## src/rtl/seg7_pkg.sv

```systemverilog
// Shared definitions for the seven-segment scan driver: digit count,
// digit index type and the active-low hex segment table (bit 6 = a ... bit 0 = g).
`timescale 1ns/1ps
package seg7_pkg;

    localparam int NUM_DIGITS = 4;

    typedef logic [1:0] digit_idx_t;

    // Entry n is the a..g pattern for hex digit n, written MSB = a; 0 lights a segment.
    localparam logic [6:0] SEG_TABLE [16] = '{
        7'b0000001,  // 0
        7'b1001111,  // 1
        7'b0010010,  // 2
        7'b0000110,  // 3
        7'b1001100,  // 4
        7'b0100100,  // 5
        7'b0100000,  // 6
        7'b0001111,  // 7
        7'b0000000,  // 8
        7'b0000100,  // 9
        7'b0001000,  // A
        7'b1100000,  // b
        7'b0110001,  // C
        7'b1000010,  // d
        7'b0110000,  // E
        7'b0111000   // F
    };

endpackage

```

## src/rtl/seg7_hex_decode.sv

```systemverilog
// Combinational 4-bit to seven-segment decode; seg[0] is segment a, active-low.
`timescale 1ns/1ps
module seg7_hex_decode
    import seg7_pkg::*;
(
    input  logic [3:0] nibble,
    output logic [0:6] seg
);

    // Table MSB lands on seg[0] (segment a).
    assign seg = SEG_TABLE[nibble];

endmodule

```

## src/rtl/seg7_scan_driver.sv

```systemverilog
// Four-digit multiplexed common-anode display driver. Shows the low 16 bits of
// the counter value as hex, snapshotted once per frame, with a dark guard window
// at the start of every digit slot to suppress ghosting. Outputs are registered.
`timescale 1ns/1ps
module seg7_scan_driver
    import seg7_pkg::*;
#(
    parameter int REFRESH_DIV = 100000,
    parameter int GUARD       = 16
) (
    input  logic        clk,
    input  logic        i_reset,
    input  logic [0:31] i_count,
    input  logic        i_en,
    input  logic        i_blank_lz,
    input  logic [0:3]  i_dp_mask,
    output logic [0:6]  seg,
    output logic [0:3]  an,
    output logic        dp
);

    localparam int PW     = (REFRESH_DIV > 2) ? $clog2(REFRESH_DIV) : 1;
    localparam int SNAP_W = 4 * NUM_DIGITS;
    localparam logic [PW-1:0] P_LAST  = PW'(REFRESH_DIV - 1);
    localparam logic [PW-1:0] GUARD_P = PW'(GUARD);

    logic [PW-1:0]     p_reg, p_next;
    digit_idx_t        d_reg, d_next;
    logic [SNAP_W-1:0] snap_reg, snap_next;
    logic [0:6]        seg_reg, seg_next;
    logic [0:3]        an_reg, an_next;
    logic              dp_reg, dp_next;

    logic                  slot_end;
    logic                  lit;
    logic [3:0]            cur_nibble;
    logic [0:6]            cur_seg;
    logic [NUM_DIGITS-1:0] digit_blank;

    // Only the low 16 bits of the count are displayed; i_count[31] is the LSB.
    logic unused_count_hi;
    assign unused_count_hi = ^i_count[0:15];

    assign slot_end   = (p_reg == P_LAST);
    assign cur_nibble = snap_reg[{d_reg, 2'b00} +: 4];

    // Digit 0 always shows; higher digits blank while they and all above are zero.
    assign digit_blank[0] = 1'b0;
    genvar gi;
    generate
        for (gi = 1; gi < NUM_DIGITS; gi++) begin : g_blank
            assign digit_blank[gi] = i_blank_lz && (snap_reg[SNAP_W-1:4*gi] == '0);
        end
    endgenerate

    seg7_hex_decode u_hex_decode (
        .nibble (cur_nibble),
        .seg    (cur_seg)
    );

    assign lit = (p_reg >= GUARD_P) && i_en && !digit_blank[d_reg];

    // Next-state scan position, frame snapshot and output pattern.
    always_comb begin
        p_next    = slot_end ? '0 : p_reg + 1'b1;
        d_next    = slot_end ? d_reg + 2'd1 : d_reg;
        snap_next = (slot_end && (d_reg == 2'd3)) ? i_count[16:31] : snap_reg;
        an_next   = '1;
        seg_next  = '1;
        dp_next   = 1'b1;
        if (lit) begin
            an_next[d_reg] = 1'b0;
            seg_next       = cur_seg;
            dp_next        = ~i_dp_mask[d_reg];
        end
    end

    // State and output registers; active-low synchronous reset blanks the display.
    always_ff @(posedge clk) begin
        if (!i_reset) begin
            p_reg    <= '0;
            d_reg    <= '0;
            snap_reg <= '0;
            an_reg   <= '1;
            seg_reg  <= '1;
            dp_reg   <= 1'b1;
        end else begin
            p_reg    <= p_next;
            d_reg    <= d_next;
            snap_reg <= snap_next;
            an_reg   <= an_next;
            seg_reg  <= seg_next;
            dp_reg   <= dp_next;
        end
    end

    assign seg = seg_reg;
    assign an  = an_reg;
    assign dp  = dp_reg;

endmodule

```

## config.mk

```make
export PLATFORM = sky130hd
export DESIGN_NAME = seg7_scan_driver
export DESIGN_NICKNAME = d
export VERILOG_FILES = /design/src/rtl/seg7_pkg.sv /design/src/rtl/seg7_hex_decode.sv /design/src/rtl/seg7_scan_driver.sv
export SDC_FILE = /design/constraint.sdc
export NUM_CORES = 1
export LEC_CHECK = 0
export CAP_MARGIN = 10
export CORE_ASPECT_RATIO = 0.9
export CORE_UTILIZATION = 35
export DETAILED_ROUTE_END_ITERATION = 8
export PLACE_DENSITY = 0.63
export SLEW_MARGIN = 20
export SYNTH_ARGS = -nofsm -noshare
export SYNTH_HDL_FRONTEND = slang
export SYNTH_SLANG_ARGS = --single-unit
```

## constraint.sdc

```tcl
create_clock -name clk -period 2.5 [get_ports clk]
set_input_delay 0.625 -clock clk [delete_from_list [all_inputs] [get_ports clk]]
set_output_delay 0.625 -clock clk [all_outputs]
set_load 0.02 [all_outputs]
```

[Yosys cells after proc, flatten, opt, wreduce, memory -nomap -nowiden]
Memories as Yosys holds them, arrays and structs flattened. A register that Yosys moved wholly into a read port is not among the register bits.
Cells that the tools add are included.
Storage, ports and cells
  output and inout bits: 12
  memories: 1
  bits in registers: 40
  word-level logic and storage cells: 41
  bits in read-only memories: 112
Memory list
  (name not given): words 16, width 7, rd ports 1, clocked after Yosys merged registers in 1, write ports 0, line seg7_hex_decode.sv:11  | assign seg = SEG_TABLE[nibble];
Cells by class
  bitwise logic cells: 5
  muxes and demuxes: 7
  add/sub/neg operators: 2
  eq/ne operators: 2
  shift operators: 1
  order comparisons: 4
  reductions and logical operators: 14
Operators by type and width (count)
  adder 17 x 1 -> 17 bit (second input constant): 1
  equality test 17 bit (second input constant): 1
  greater-or-equal comparator 17 x 5 -> 1 bit (second input constant): 1
  indexed part select 16 x 5 -> 4 bit: 1
  zero test 12 bit: 1
  zero test 8 bit: 1
  logical AND 1 bit: 7
  NOT 4 -> 5 bit: 1
  binary-select mux 1 bit (select 2 bit): 2
  zero test 4 bit: 1
  two-way mux 1 bit: 4
  NOT 4 bit: 1
  greater-or-equal comparator 3 bit (second input constant): 1
  less-than comparator 2 x 3 -> 1 bit (second input constant): 1
  less-than comparator 3 x 1 -> 1 bit (second input constant): 1
  NOT 2 -> 3 bit: 1
  adder 2 x 1 -> 2 bit (second input constant): 1
  demux 1 bit (select 2 bit): 1
  equality test 2 bit (second input constant): 1
  zero test 1 bit: 2
  NOT 1 bit: 2
  AND reduction 2 bit: 1
  OR reduction 2 bit: 1

[Longest topological paths before layout]
  depth in word-level cells: 8
  depth in mapped cells: 8
  depth with buffers taken out: 7

[Cells and area by module]
A second synthesis with hierarchy kept.
Second synthesis, totals
  cells, all modules: 250
  area total of the unflattened synthesis: 2367.3 um2
Modules (own cells, without submodules)
  seg7_scan_driver: times used 1, cells an instance 219, area an instance 2104.5 um2
  seg7_hex_decode: times used 1, cells an instance 31, area an instance 262.8 um2

[Worst setup path after synthesis]
No wires, ideal clock.
  path type: flip-flop to flip-flop
  start point: register d_reg[0]
  end point: register seg_reg, in the netlist seg[1]
  cell stages (with the launch flop): 9
  library setup time: 0.129 ns
  required time: 2.371 ns
  slack: 0.521 ns
  path buffers: 1
  arrival time: 1.850 ns
  path through: dfxtp_1 > buf_2 > mux4_2 > inv_1 > ha_1 > nand2b_1 > o21ai_0 > a32oi_1 > nand2_1
On the way
  longest elaborated chain between the ends: 6
  elaborated cells on any way between the ends: 8
  those cells by class: shift (1); mux (2); bitwise (1); reduce/logical (4)
RTL lines
  start: declaration: line seg7_scan_driver.sv:28  | digit_idx_t d_reg, d_next;
  start signal: assignment: line seg7_scan_driver.sv:89  | d_reg <= d_next;
  binary-select mux 1 bit (select 2 bit): line seg7_scan_driver.sv:61  | assign lit = (p_reg >= GUARD_P) && i_en && !digit_blank[d_reg];
  two-way mux 1 bit (not written as such): line seg7_scan_driver.sv:61
  zero test 1 bit: line seg7_scan_driver.sv:61
  logical AND 1 bit: line seg7_scan_driver.sv:61
  AND reduction 2 bit (no source line)
  zero test 1 bit (no source line)
  end: declaration: line seg7_scan_driver.sv:30  | logic [0:6] seg_reg, seg_next;
Several ways; a longest one is shown, not always the timed one. The select of a mux whose other input is x is not followed.
A chain may end at the register's enable or synchronous reset.

[Final worst setup path]
Same ends and word-level chain as after synthesis.

==> impl_metrics.yaml <==
global_route:
  use_met1_pct: 18.37
  grt_pass1_vias: 1478
  grt_pass1_wl_um: 6906
  grtUsageMet3_pct: 3.122
  antenna_found_initial: 0
  use_met2_pct: 18.56
  gr-total-overflow: 0
  grt_usage_pct: 13.30
  grt_max_degree: 21
  grt-busiest-layer: "met2"
final_layout:
  insertedDiodeCount: 0
  largest_reg_flops: 17
  drive_gt1_share_pct: 9.302
  final_common_cell: "dfxtp_1"
  mostFrequentLayoutCells: "dfxtp_1, clkdlybuf4s50_1, nor2_1, nand2_1, mux2i_1"
  fin_cells: 345
  nNetsFinal: 309
  area_growth_pct: 25.37
sta:
  clock_skew_ns: 0.008686
  slew_headroom_pct: 58.80
  hold_viol: 0
  period_share_pct: 82.45
  clock.fmax_ghz: 0.4851
  layout_min_cycle_time_ns: 2.061
  setup_viol: 0
  grt_setup_unrepaired: "no"
  tns_ns: 0
  report.final.slew_viol_count: 0
  tightest_slew_ns: 0.6124
critical_path:
  r2r-start: "d_reg[0]"
  reg2reg_to: "seg[1]"
  cp-end-kind: "flip-flop"
  crit_end: "seg[1]"
  crit_path_start_kind: "flip-flop"
  crit_buf_inv: 1
  crit_family: "multiplexers"
  worstPathMaxFanout: 7
  required_ns: 2.70
  cpPeakStageDelay_ns: 0.63
  crit_cells: 7
  cp_slowest_cell: "mux4_2"
  criticalPathCategory: "flip-flop to flip-flop"
  arrival_ns: 2.26
  cp-startpoint: "d_reg[0]"
  rr_worst_depth: 7
  r2r_slack_ns: 0.44
  crit_path_cell_trace: "mux4_2, inv_1, ha_1, nand2b_1, o21ai_0, a32oi_1, nand2_1"
yosys:
  synth_area_um2: 2205
  syn-num-nets: 272
  synth.avg_cell_area_um2: 10.02
  synth_top_area_share_pct: 42.68
  synth_xor_area_share_pct: 6.356
  synthMuxAreaShare_pct: 14.76
  synthSimpleGateAreaFrac_pct: 21.91
  ys.flop_type: "dfxtp_1"
  syn_inst: 220
  synth-seq-area-share_pct: 42.68
  ys_async_sr_fraction_pct: 0
  synth_top_family_by_area: "simple AND/OR/NAND/NOR gates"
  yosysTopAreaCell: "dfxtp_1"
  synth_edf_count: 0
  synth-adder-area-share_pct: 6.810
  ys_ff_latch: 47
  synth_compound_area_share_pct: 3.973
  ys_types: 36
  synth_warnings: 0
  synth_area_leaders: "dfxtp_1, mux2i_1, ha_1, mux4_2, nor2b_1"
die:
  dieArea_um2: 6621
  die_h_um: 77.29
  start_util_pct: 36.05
  num_rows: 27
  die_w_um: 85.66
  ios: 52
  core-area_um2: 6115
worst_hold_path:
  hold_class: "flip-flop to flip-flop"
clock_network:
  root_buffer: "clkbuf_8"
  cts_buffers: 5
  hold_buffers: 0
  cts_resized: 0
  clockBufferDepth: 2
  clk_pin_slew_ns: 0.09
  clock_latency_ns: 0.30
  cts_sinks: 47
  cts_tree: "built"
  post_cts_buffers: 0
  cts_max_level: 2
placement:
  gp_congestion: 0.8208
  portBuffers: 35
  dpl.hpwl_um: 3012
  dp_cells: 337
route:
  avgViaCountPerCell: 4.681
  ant_nets: 0
  avgRoutedWirePerCell_um: 11.71
  first_iter_violations: 48
  vias: 1615
  remaining_drc_errors: 0
  wirelength_um: 4039
  first_pass_iters: 4
power:
  pwr_density_cell_nw_per_um2: 503.2
  ir_drop_mv: 0.2021
  p_leak_nw: 1.089
job:
  drv_cap: 0
run_status:
  outcome: "finished clean"
-- worst min-delay path by stage --
stage / startpoint / endpoint / slack [ns] / cells past startpoint
after floorplan: p_reg[0] / p_reg[0] / 0.45 / 1
after global placement: p_reg[0] / p_reg[0] / 0.48 / 1
after detailed placement: p_reg[0] / p_reg[0] / 0.49 / 1
after CTS: p_reg[0] / p_reg[0] / 0.51 / 1
after global routing: p_reg[0] / p_reg[0] / 0.55 / 1
final: p_reg[0] / p_reg[0] / 0.50 / 1
-- synth_stat cells (2+ instances only) --
library cell,count
clkbuf_1,5
dfxtp_1,47
o21ai_0,3
nor2_1,20
mux4_2,5
a21oi_1,2
nand4_1,2
mux2i_1,19
ha_1,12
o211ai_1,3
xor2_1,8
nor3_1,3
nor2b_1,17
o221ai_1,2
nor4_1,5
and3_1,4
buf_2,2
nand3_1,9
nand2_1,19
inv_1,8
xnor2_1,8
mux2_2,2
nand2b_1,2
-- final cells by class --
type / count / area [um2]
well taps: 87 / 108.9
repair buffers: 39 / 380.4
clock inverters: 2 / 35.03
inverters: 8 / 30.03
fillers: 577 / 3351
clock buffers: 6 / 82.58
flip-flops and latches: 47 / 940.9
multi-input cells: 156 / 1186
-- logic make-up after synthesis --
kind of cell / after synthesis
AOI/OAI and AO/OA: 13
xor gates and xnor gates: 16
adders and majority gates: 12
buffers and inverters: 17
DFF: 47
muxes: 26
and+or+nand+nor: 89
-- worst register-to-register path: stages (launching register included) --
cell and delay, ns:
dfxtp_1 0.53, mux4_2 0.63, inv_1 0.16, ha_1 0.25, nand2b_1 0.09, o21ai_0 0.08, a32oi_1 0.16, nand2_1 0.07
-- metrics by stage --
step	instance area [um2]	total power, W	setup WS (ns)	hold slack [ns]	utilization, %
finish	2764	0.001391	0.4386	0.5007	45.20
global route	2764	0.001443	0.2667	0.5501	45.20
CTS	2764	0.001416	0.4162	0.5079	45.20
detailed placement	2646	0.0008363	0.4374	0.4886	43.28
global placement	2646	0.0008360	0.4631	0.4822	43.28
floorplan	2205	0.0007936	0.5208	0.4526	-
-- metal layers --
metal  up-vias  routed length, um
met1       733               2097
met5         -                  0
li1        830                  -
met3        10                188
met4         0                123
met2        42               1629
-- power by group --
part	switching (W)	internal, W	total [W]
registers	0.00000521	0.000752	0.000757
clock network	0.000250	0.000324	0.000573
logic	0.0000185	0.0000421	0.0000606
total	0.000273	0.00112	0.00139
Power figures use the tool's default switching activity.
